$ cat config.mk
export PLATFORM = sky130hd
export DESIGN_NAME = hankel_matrix_writer
export DESIGN_NICKNAME = d
export VERILOG_FILES = /design/src/rtl/hankel_matrix_writer.sv
export SDC_FILE = /design/constraint.sdc
export NUM_CORES = 1
export LEC_CHECK = 0
export ABC_AREA = 1
export BUFFER_PORTS_ARGS = -buffer_cell sky130_fd_sc_hd__buf_4
export CORE_UTILIZATION = 30
export DETAILED_ROUTE_END_ITERATION = 16
export SLEW_MARGIN = 25
export SYNTH_ARGS = -nofsm -noshare
export SYNTH_HDL_FRONTEND = slang
export SYNTH_SLANG_ARGS = --single-unit
$ cat constraint.sdc
create_clock -name i_clk -period 1.58 [get_ports i_clk]
set_input_delay 0.316 -clock i_clk [delete_from_list [all_inputs] [get_ports i_clk]]
set_output_delay 0.316 -clock i_clk [all_outputs]
set_load 0.05 [all_outputs]
$ cat src/rtl/hankel_matrix_writer.sv
// Takes a ROW x COL Hankel matrix in row-major order and writes its generating sequence to memory.
// Optional `HANKEL_CHECK_EN adds a sequence buffer and a sticky err flag for non-Hankel input.
module hankel_matrix_writer #(
  parameter int ROW   = 4,
  parameter int COL   = 4,
  parameter int WIDTH = 16,
  parameter int ADDR  = 8,
  parameter int BASE  = 0
) (
  input  logic             i_clk,
  input  logic             i_rst,
  input  logic             i_start,
  input  logic             i_in_valid,
  input  logic [WIDTH-1:0] i_in_data,
  output logic             o_in_ready,
  output logic [ADDR-1:0]  o_addr,
  output logic [WIDTH-1:0] o_wdata,
  output logic             o_wr,
  output logic             o_busy,
  output logic             o_done,
  output logic             o_err
);

  localparam int SEQ = ROW + COL - 1;
  localparam int RW  = $clog2(ROW);
  localparam int CW  = $clog2(COL);
  localparam int KW  = $clog2(SEQ);

  typedef enum logic [1:0] {S_IDLE, S_RECV, S_DONE} state_t;

  state_t          r_state, w_next;
  logic [RW-1:0]   r_row;
  logic [CW-1:0]   r_col;
  logic            r_wr;
  logic [ADDR-1:0] r_addr;
  logic [WIDTH-1:0] r_wdata;
  logic            w_accept, w_start_acc, w_last_col, w_last_row, w_new;
  logic [KW-1:0]   w_k;

  // An element opens a new sequence index only on row 0 or the last column.
  assign w_last_col = (r_col == CW'(COL - 1));
  assign w_last_row = (r_row == RW'(ROW - 1));
  assign w_new      = (r_row == '0) || w_last_col;
  assign w_k        = KW'(r_row) + KW'(r_col);
  assign w_accept   = o_in_ready & i_in_valid;

  always_ff @(posedge i_clk) begin
    if (i_rst) r_state <= S_IDLE;
    else       r_state <= w_next;
  end

  always_comb begin
    w_next      = r_state;
    o_in_ready  = 1'b0;
    o_busy      = 1'b0;
    o_done      = 1'b0;
    w_start_acc = 1'b0;
    case (r_state)
      S_IDLE: begin
        if (i_start) begin
          w_start_acc = 1'b1;
          w_next      = S_RECV;
        end
      end
      S_RECV: begin
        o_in_ready = 1'b1;
        o_busy     = 1'b1;
        if (i_in_valid && w_last_col && w_last_row) w_next = S_DONE;
      end
      S_DONE: begin
        o_busy = 1'b1;
        o_done = 1'b1;
        w_next = S_IDLE;
      end
      default: w_next = S_IDLE;
    endcase
  end

  always_ff @(posedge i_clk) begin
    if (i_rst) begin
      r_row   <= '0;
      r_col   <= '0;
      r_wr    <= 1'b0;
      r_addr  <= '0;
      r_wdata <= '0;
    end else begin
      r_wr <= w_accept & w_new;
      if (w_start_acc) begin
        r_row <= '0;
        r_col <= '0;
      end else if (w_accept) begin
        if (w_last_col) begin
          r_col <= '0;
          r_row <= r_row + RW'(1);
        end else begin
          r_col <= r_col + CW'(1);
        end
      end
      // Address wraps modulo 2^ADDR by construction of the sum width.
      if (w_accept && w_new) begin
        r_addr  <= ADDR'(BASE) + ADDR'(w_k);
        r_wdata <= i_in_data;
      end
    end
  end

  assign o_wr    = r_wr;
  assign o_addr  = r_addr;
  assign o_wdata = r_wdata;

`ifdef HANKEL_CHECK_EN
  logic [WIDTH-1:0] r_seq [SEQ];
  logic             r_err;

  always_ff @(posedge i_clk) begin
    if (w_accept && w_new) r_seq[w_k] <= i_in_data;
  end

  always_ff @(posedge i_clk) begin
    if (i_rst)            r_err <= 1'b0;
    else if (w_start_acc) r_err <= 1'b0;
    else if (w_accept && !w_new && (i_in_data != r_seq[w_k])) r_err <= 1'b1;
  end

  assign o_err = r_err;
`else
  assign o_err = 1'b0;
`endif

endmodule

==> results of run 1 <==
-- cells in the final DEF, fill, tap and decap left out --
cell / count
inv_1: 14
nand2_1: 12
nor2_2: 6
bufinv_16: 1
dfxtp_1: 25
nand2_4: 1
buf_4: 42
ha_1: 7
clkbuf_8: 3
conb_1: 6
nor3_1: 1
a21oi_1: 7
fa_1: 1
dfxtp_2: 1
inv_6: 1
nand3_1: 2
ha_2: 1
nand2_2: 1
nor2_1: 37
inv_2: 1
o21ai_0: 19
-- power by group through the flow --
stage | Clock (µW) | Combinational, µW | Sequential [µW]
6_report | 552 | 1390 | 905
5_1_grt | 599 | 1500 | 926
4_1_cts | 570 | 1400 | 908
3_5_place_dp | 0 | 1390 | 923
3_3_place_gp | 0 | 1400 | 920
2_1_floorplan | 0 | 677 | 1350
-- registers in the layout, summed over array words and instances (netlist names) --
| register | flops |
|---|---|
| r_col | 2 |
| o_addr | 3 |
| r_state | 2 |
| o_wr | 1 |
| r_row | 2 |
| o_wdata | 16 |
-- per-layer routing --
metal	global-route usage	up-vias	share of wire
met1	0.131	411	0.46
met3	0.0299	2	0.058
met2	0.171	25	0.47
li1	-	527	-
met5	0	-	0
met4	0.0326	0	0.0078
-- final timing paths --
path | from | to | slack [ns] | cells past startpoint
max | r_state[0]$_SDFFE_PP0P_ | o_busy | 0.1 | 3
min | i_rst | o_wr$_SDFF_PP0_ | 0.21 | 2
max reg2reg | r_state[1]$_SDFFE_PP0P_ | o_addr[2]$_SDFFE_PP0P_ | 0.15 | 9
min reg2reg | r_row[1]$_SDFFE_PP0P_ | r_row[1]$_SDFFE_PP0P_ | 0.48 | 2
-- synth_stat cells (2+ instances only) --
| library cell | n | area share |
|---|---|---|
| nand3_1 | 2 | 0.0084 |
| inv_1 | 14 | 0.044 |
| nand2_1 | 12 | 0.038 |
| buf_4 | 6 | 0.038 |
| a21oi_1 | 7 | 0.029 |
| nor2_2 | 6 | 0.031 |
| nor2_1 | 37 | 0.12 |
| dfxtp_1 | 26 | 0.44 |
| o21ai_0 | 19 | 0.080 |
| buf_6 | 3 | 0.028 |
| ha_1 | 8 | 0.084 |
-- layout make-up --
class	count	area (µm²)
flip-flops and latches	26	522
multi-input cells	101	529
clock buffers	3	41.3
fillers	400	2180
repair buffers	42	315
inverters	16	65.1
well taps	48	60.1
clock inverters	1	30.0
-- cells by family after synthesis --
| family | synth area share |
|---|---|
| simple gates | 0.213 |
| fa+ha+maj | 0.101 |
| buf+inv | 0.138 |
| compound gates | 0.109 |
| other cells | 0.00314 |
| flops | 0.436 |
-- per-stage QoR --
| step | std cells | hold WS, ns | worst slack [ns] | total power [µW] |
|---|---|---|---|---|
| global route | 237 | 0.208 | 0.0120 | 3020 |
| floorplan | 154 | 0.388 | 0.0940 | 2030 |
| global placement | 233 | 0.466 | 0.149 | 2320 |
| detailed placement | 233 | 0.474 | 0.107 | 2320 |
| finish | 237 | 0.208 | 0.0973 | 2850 |
| CTS | 237 | 0.204 | 0.0499 | 2870 |
-- timing repair --
action	4_1_cts	5_1_grt
setup endpoints to repair	0	5
endpoints found under the hold margin	0	0
gates resized for setup	0	2
-- critical path: stages (launching register included) --
cell and delay (ns):
dfxtp_2 0.35, inv_1 0.07, ha_1 0.29, buf_4 0.19
==> implementation parameters, run 1 <==
Parameter                              Value

Pwr
  Static power due to leakage ... 0.000731 µW
  Relative contribution of the clock network to total power ... 0.194
  Sequential fraction of design power ... 0.318
  Power spent charging and discharging nets ... 1280 µW
  Total internal power ... 1570 µW
  Logic pwr share ... 0.488
  Switching share of power ... 0.449
  Power density over the cells ... 1820 mW/mm²
  IR Drop Worst-Case VDD ... 722 µV

Drt
  Number of DRC markers in iteration 0 ... 62
  Number of vias per cell ... 4.07
  Number of vias in the routed layout ... 965
  Sum of routed wire length over all layers ... 2180 µm
  Number of optimization iterations in the first detailed-route pass ... 4
  Antenna-violating nets left ... 0
  Wire length per cell ... 9.22 µm
  DRC viols ... 0

Floorplanning
  Initial Utilization ... 0.319
  # IOs ... 49
  Die extent in y ... 65.1 µm
  Die ar. ... 0.00423 mm²
  Die Span X ... 65.1 µm
  Floorplan Core Area ... 0.00374 mm²
  Core Rows ... 22

Timing
  Count of endpoints failing hold in the final timing report ... 0
  Final max-slew violation count ... 0
  Post-layout minimum cycle time ... 1.48 ns
  Unrepaired setup endpoints after global routing ... no
  Final worst path period share ... 0.938
  Clock Skews ... 0.00262 ns
  Final total negative setup slack ... 0 ns
  Highest Clock Rate ... 0.674 GHz
  Endpoints failing setup ... 0

Cells and area
  Fraction of final layout cells with drive strength greater than 1 ... 0.307
  Area growth, synth to finish ... 30.9%
  Final net count ... 219
  Final core occ ... 0.417
  Final Instance Area ... 0.00156 mm²
  Number of inserted diodes ... 0

CTS
  Root buffer cell ... clkbuf_8
  Post-CTS setup buffer count ... 0
  Largest buffer count on any clock path ... 2
  H-Tree Depth ... 1
  Clock buffers created by TritonCTS ... 3
  TritonCTS sink count ... 26
  Worst-skew pair later-pin latency ... 0.27 ns
  Number of hold-repair buffers added at the cts stage ... 0
  CTS tree ... done
  Reg clk slew, reported paths ... 0.09 ns

Place
  RePlAce Congestion ... 0.764
  Hpwl dp ... 1600 µm
  Post-DP Area ... 0.00149 mm²
  Number of buffers inserted by port buffering ... 42

Synth
  Sequential share of the synthesized area ... 0.436
  Number of enable flip-flop cells after synthesis ... 0
  Post-synth top flop ... dfxtp_1
  Share of synthesized registers carrying an async set or reset ... 0
  Yosys warning total ... 0
  Post-synthesis cell type count ... 20
  Mean Syn Cell Area ... 8.01 µm²
  Combined area of all synthesized cells ... 0.00119 mm²
  Gate count after technology mapping ... 149
  Synth Register Bits ... 26

Global routing
  Vias in the first global route ... 788
  Pin count of the biggest net entering global routing ... 22
  Global-route usage over all layers ... 0.104
  Global-route wire length before repair ... 3410 µm
  Total overflow reported by the global router ... 0
  Initial antenna violation count ... 0

Setup path
  Critical Path Source Type ... flip-flop
  Required time of the critical path ... 1.26 ns
  Type of the worst setup path ... reg -> out
  Capturing element type of the critical path ... primary output
  Endpoint arrival time on the critical path ... 1.17 ns
  Critical path peak fanout ... 3

Hold path
  Worst min path class ... in -> reg

Status
  Result of the run ... finished, final reports clean

Run
  Number of maximum-capacitance violations ... 0
Power figures use the tool's default switching activity.
==> run 2: changes to the inputs <==
--- a/config.mk
+++ b/config.mk
@@ -8,7 +8,9 @@
 export ABC_AREA = 1
 export BUFFER_PORTS_ARGS = -buffer_cell sky130_fd_sc_hd__buf_4
 export CORE_UTILIZATION = 30
+export CTS_CLUSTER_DIAMETER = 60
 export DETAILED_ROUTE_END_ITERATION = 16
+export PLACE_DENSITY_LB_ADDON = 0.12
 export SLEW_MARGIN = 25
 export SYNTH_ARGS = -nofsm -noshare
 export SYNTH_HDL_FRONTEND = slang
==> implementation parameters, run 2 (synthesis results as in run 1) <==
Parameter                              Value

Cells and area
  Number of inserted diodes ... 0 (unchanged)
  Most frequent cells in the layout ... buf_4, nor2_1, dfxtp_1
  Final non-filler cell total ... 238 (+0.42%)
  Total of fill cells in the finished design ... 402 (+0.50%)
  Commonest non-fill, non-tap cell in the layout ... buf_4
  Final net count ... 220 (+0.46%)
  Fraction of final layout cells with drive strength greater than 1 ... 0.311 (+0.00365)
  Multi-input gate area ... 529 µm² (unchanged)
  Number of flip-flops in the largest register ... 16 (unchanged)
  Area growth, synth to finish ... 30.2%
  Final Instance Area ... 0.00155 mm² (-0.56%)
  Total area of sequential cells ... 522 µm² (unchanged)

Global routing
  Global-route wire length before repair ... 3920 µm (+15%)
  Vias in the first global route ... 965 (+22%)
  Global-route usage over all layers ... 0.118 (+0.0137)
  Total overflow reported by the global router ... 0 (unchanged)
  Initial antenna violation count ... 0 (unchanged)
  Pin count of the biggest net entering global routing ... 22 (unchanged)

Place
  Hpwl dp ... 1760 µm (+10%)
  Number of buffers inserted by port buffering ... 42 (unchanged)
  Worst setup timing slack at the placement stage ... 0.0998 ns (-0.00712 ns)
  Post-DP Area ... 0.00150 mm² (+0.50%)
  RePlAce Congestion ... 0.743 (-2.7%)
  # placed instances ... 234 (+0.43%)

Floorplanning
  Core Rows ... 22 (unchanged)
  Floorplan Core Area ... 0.00374 mm² (unchanged)
  Die ar. ... 0.00423 mm² (unchanged)
  Die Span X ... 65.1 µm (unchanged)
  # IOs ... 49 (unchanged)
  Initial Utilization ... 0.319 (unchanged)
  Die extent in y ... 65.1 µm (unchanged)

Pwr
  Power density over the cells ... 1760 mW/mm² (-3.7%)
  IR Drop Worst-Case VDD ... 787 µV (+9.0%)
  Static power due to leakage ... 0.000729 µW (-0.29%)

Drt
  Sum of routed wire length over all layers ... 2350 µm (+7.4%)
  Number of vias in the routed layout ... 993 (+2.9%)
  Number of DRC markers in iteration 0 ... 55 (-11%)
  Wire length per cell ... 9.85 µm (+6.9%)
  Detailed-routing wirelength on met1 ... 1030 µm (+2.4%)
  Sum of met3 wire segment lengths after detailed routing ... 145 µm (+14%)
  Highest signal layer in the routed design ... met4
  Met2 Wirelength ... 1160 µm (+12%)
  Number of vias per cell ... 4.17 (+2.5%)
  DRC viols ... 0 (unchanged)
  Antenna-violating nets left ... 0 (unchanged)
  Number of optimization iterations in the first detailed-route pass ... 4 (unchanged)

CTS
  CTS tree ... done
  Clock buffers created by TritonCTS ... 3 (unchanged)
  Post-CTS setup buffer count ... 0 (unchanged)
  Root buffer cell ... clkbuf_8
  Number of hold-repair buffers added at the cts stage ... 0 (unchanged)
  Worst-skew pair later-pin latency ... 0.26 ns (about the same)
  Largest buffer count on any clock path ... 2 (unchanged)
  Reg clk slew, reported paths ... 0.08 ns (about the same)
  TritonCTS sink count ... 26 (unchanged)
  H-Tree Depth ... 1 (unchanged)

Timing
  Final max-slew violation count ... 0 (unchanged)
  Post-layout minimum cycle time ... 1.48 ns (-0.00265 ns)
  Final total negative setup slack ... 0 ns (unchanged)
  Clock Skews ... 0.00266 ns (+0.0000432 ns)
  Endpoints failing setup ... 0 (unchanged)
  Highest Clock Rate ... 0.676 GHz (+0.18%)
  Count of endpoints failing hold in the final timing report ... 0 (unchanged)
  Final worst path period share ... 0.937 (-0.00167)
  Unrepaired setup endpoints after global routing ... no
  Final Worst Setup Slack ... 0.0999 ns (+0.00265 ns)

Hold path
  Worst min path class ... in -> reg

Setup path
  Required time of the critical path ... 1.26 ns (about the same)
  Worst path cell trace ... inv_1 > ha_1 > buf_4
  Library cell contributing the largest single delay on the critical path ... dfxtp_2
  Capturing element type of the critical path ... primary output
  Type of the worst setup path ... reg -> out
  Critical Path Source Type ... flip-flop
  Critical path peak fanout ... 3 (unchanged)
  Cell class contributing the biggest share of worst-path delay ... flip-flops
  Worst Path Buf+Inv ... 2 (unchanged)
  Endpoint arrival time on the critical path ... 1.16 ns (about the same)
  Crit-path max cell delay ... 0.35 ns (about the same)

Status
  Result of the run ... finished, final reports clean

Run
  Number of maximum-capacitance violations ... 0 (unchanged)
[run 2: cell types whose count changed in the layout (fill, tap and decap cells not counted), sizes merged]
cell and change:
clkbuf +1, buf +1, bufinv -1
[run 2: path summary, 6_finish.rpt]
path | end | depth (start not counted) | startpoint | slack, ns
worst min-delay path | o_wr$_SDFF_PP0_ | 2 | i_rst | 0.23
worst max register to register | o_addr[2]$_SDFFE_PP0P_ | 9 | r_state[1]$_SDFFE_PP0P_ | 0.16
worst max-delay path | o_busy | 3 | r_state[0]$_SDFFE_PP0P_ | 0.1
worst min register to register | r_row[1]$_SDFFE_PP0P_ | 2 | r_row[1]$_SDFFE_PP0P_ | 0.48
[run 2: final cells by class]
class,instances,area share
flip-flops and latches,26,0.336
repair buffers,43,0.208
multi-input cells,101,0.341
well taps,48,0.0386
inverters,16,0.0419
clock buffers,4,0.0354
[run 2: metrics by stage]
stage           util  power (µW)  hold WS (ns)
4_1_cts        0.414        2760         0.221
3_5_place_dp   0.399        2330         0.477
2_1_floorplan      -        2030         0.388
5_1_grt        0.415        2910         0.227
6_report       0.415        2730         0.227
3_3_place_gp   0.399        2320         0.465
[run 2: per-layer routing]
metal  vias to the layer above  global-route usage
met2                        27               0.219
li1                        529                   -
met1                       435               0.134
met5                         -                   0
met4                         0              0.0408
met3                         2              0.0211
[run 2: where the power goes]
group | total (µW) | internal [µW] | switching, µW
Sequential | 908 | 815 | 92.9
Combinational | 1400 | 417 | 984
Clock | 419 | 222 | 196
[run 2: timing repair]
action | in CTS | in global routing
hold endpoints to repair | 0 | 0
setup endpoints to repair | 0 | 6
gates resized for setup | 0 | 2
==> run 3: changes to the inputs <==
--- a/config.mk
+++ b/config.mk
@@ -7,6 +7,7 @@
 export LEC_CHECK = 0
 export ABC_AREA = 1
 export BUFFER_PORTS_ARGS = -buffer_cell sky130_fd_sc_hd__buf_4
+export CORE_ASPECT_RATIO = 1.25
 export CORE_UTILIZATION = 30
 export CTS_CLUSTER_DIAMETER = 60
 export DETAILED_ROUTE_END_ITERATION = 16
==> implementation parameters, run 3 (synthesis results as in run 1) <==
Parameter                              Value

Setup path
  Required time of the critical path ... 1.26 ns (about the same)
  Register-to-register setup slack ... 0.18 ns (+0.02 ns)
  Length in cells of the worst reg-to-reg path ... 8 (-1)
  Timing endpoint of the critical path ... o_busy
  RR Startpoint ... r_state[1]$_SDFFE_PP0P_
  Critical Path Source Type ... flip-flop
  Endpoint of the most critical register-to-register path ... o_wdata[6]$_SDFFE_PP0P_
  Type of the worst setup path ... reg -> out
  Launching element of the worst setup path ... r_state[0]$_SDFFE_PP0P_
  Critical path peak fanout ... 3 (unchanged)
  Endpoint arrival time on the critical path ... 1.20 ns (+0.04 ns)
  Capturing element type of the critical path ... primary output

Global routing
  Pin count of the biggest net entering global routing ... 22 (unchanged)
  Vias in the first global route ... 926 (-4.0%)
  Total overflow reported by the global router ... 0 (unchanged)
  GR Util met1 ... 0.139 (+0.00530)
  Met3 Resource Use GR ... 0.0267 (+0.00561)
  Met2 global-route usage ... 0.216 (-0.00291)
  Global-route wire length before repair ... 3970 µm (+1.4%)
  Most Used Layer, Global Route ... met2
  Initial antenna violation count ... 0 (unchanged)
  Global-route usage over all layers ... 0.123 (+0.00546)

Cells and area
  Most frequent cells in the layout ... buf_4, nor2_1, dfxtp_1
  Commonest non-fill, non-tap cell in the layout ... buf_4
  Number of inserted diodes ... 0 (unchanged)
  Final net count ... 221 (+0.45%)
  Total of fill cells in the finished design ... 407 (+1.2%)
  Number of flip-flops in the largest register ... 16 (unchanged)
  Area growth, synth to finish ... 31.1%
  Fraction of final layout cells with drive strength greater than 1 ... 0.309 (-0.00163)

Pwr
  Static power due to leakage ... 0.000734 µW (+0.67%)
  Switching share of power ... 0.468 (+0.00149)
  Power density over the cells ... 1750 mW/mm² (-0.13%)
  IR Drop Worst-Case VDD ... 702 µV (-11%)
  Sequential fraction of design power ... 0.329 (-0.004)
  Power spent charging and discharging nets ... 1280 µW (+0.91%)
  Sum of internal, switching and leakage power ... 2740 µW (+0.59%)
  Logic pwr share ... 0.514 (about the same)
  Relative contribution of the clock network to total power ... 0.157 (+0.004)
  Total internal power ... 1460 µW (+0.31%)

Floorplanning
  Die Span X ... 58.4 µm (-10%)
  # IOs ... 49 (unchanged)
  Floorplan Core Area ... 0.00378 mm² (+1.1%)
  Core Rows ... 25 (+14%)
  Die ar. ... 0.00424 mm² (about the same)
  Die extent in y ... 72.5 µm (+11%)
  Initial Utilization ... 0.315 (-0.00348)

Drt
  Number of vias in the routed layout ... 986 (-0.70%)
  Number of vias per cell ... 4.02 (-3.5%)
  Number of DRC markers in iteration 0 ... 12 (-78%)
  Number of optimization iterations in the first detailed-route pass ... 3 (-1)
  DRC viols ... 0 (unchanged)
  Antenna-violating nets left ... 0 (unchanged)
  Wire length per cell ... 10.1 µm (+2.7%)
  Sum of routed wire length over all layers ... 2480 µm (+5.8%)

Place
  RePlAce Congestion ... 0.822 (+11%)
  Number of buffers inserted by port buffering ... 42 (unchanged)
  Hpwl dp ... 1850 µm (+5.4%)

CTS
  Worst-skew pair later-pin latency ... 0.27 ns (about the same)
  TritonCTS sink count ... 26 (unchanged)
  Clock buffers created by TritonCTS ... 3 (unchanged)
  Resized Gates After CTS ... 0 (unchanged)
  Post-CTS setup buffer count ... 0 (unchanged)
  CTS tree ... done
  Reg clk slew, reported paths ... 0.09 ns (about the same)
  H-Tree Depth ... 1 (unchanged)
  Root buffer cell ... clkbuf_8
  Number of hold-repair buffers added at the cts stage ... 0 (unchanged)
  Largest buffer count on any clock path ... 2 (unchanged)

Run
  Number of maximum-capacitance violations ... 0 (unchanged)

Timing
  Final max-slew violation count ... 0 (unchanged)
  Unrepaired setup endpoints after global routing ... no
  Count of endpoints failing hold in the final timing report ... 0 (unchanged)
  Final total negative setup slack ... 0 ns (unchanged)
  Post-layout minimum cycle time ... 1.52 ns (+0.0407 ns)
  Clock Skews ... 0.00209 ns (-0.000575 ns)
  Endpoints failing setup ... 0 (unchanged)
  Highest Clock Rate ... 0.658 GHz (-2.7%)
  Final worst path period share ... 0.962 (+0.0257)

Status
  Result of the run ... finished, final reports clean

Hold path
  Worst min path class ... in -> reg
==> run 3: layout make-up <==
class	instances	area [µm²]	share of cell area
tap	54	67.6	0.0432
inverter	16	62.6	0.0400
clock buffer	4	55.1	0.0352
sequential	26	520	0.333
timing repair buffer	44	330	0.211
multi-input combinational	101	529	0.338
==> run 3: power by group through the flow <==
stage	sequential, µW	clock [µW]	combinational [µW]
after global routing	926	474	1520
after floorplan	1350	0	677
after global placement	917	0	1410
after CTS	908	451	1430
after detailed placement	923	0	1420
final	904	430	1410
==> run 3: layer usage <==
metal	share of wire	wire, µm	up-vias
met1	0.44	1080	425
li1	-	-	530
met3	0.051	126	4
met5	0	0	-
met4	0.019	46	0
met2	0.49	1220	27
==> run 3: worst min-delay path by stage <==
stage / startpoint / end / slack [ns] / cells after the start
2_1_floorplan: i_rst / o_wr$_SDFF_PP0_ / 0.39 / 1
3_3_place_gp: o_wdata[15]$_SDFFE_PP0P_ / o_wdata[15]$_SDFFE_PP0P_ / 0.46 / 2
3_5_place_dp: o_wdata[9]$_SDFFE_PP0P_ / o_wdata[9]$_SDFFE_PP0P_ / 0.47 / 2
4_1_cts: i_rst / o_wr$_SDFF_PP0_ / 0.21 / 2
5_1_grt: i_rst / o_wr$_SDFF_PP0_ / 0.22 / 2
6_report: i_rst / o_wr$_SDFF_PP0_ / 0.22 / 2
==> run 3: metrics by stage <==
step	cells	worst slack (ns)	area [µm²]	utilization	hold WS, ns
after floorplan	154	0.0940	1210	-	0.388
after CTS	245	0.0449	1570	0.414	0.212
after global routing	245	0.0141	1570	0.414	0.223
final	245	0.0593	1570	0.414	0.218
after detailed placement	241	0.174	1510	0.399	0.474
after global placement	241	0.228	1510	0.399	0.463
==> run 3: worst max-delay path: stages (launching register included) <==
cell,delay [ns]
dfxtp_1,0.37
inv_1,0.09
ha_1,0.29
buf_4,0.19
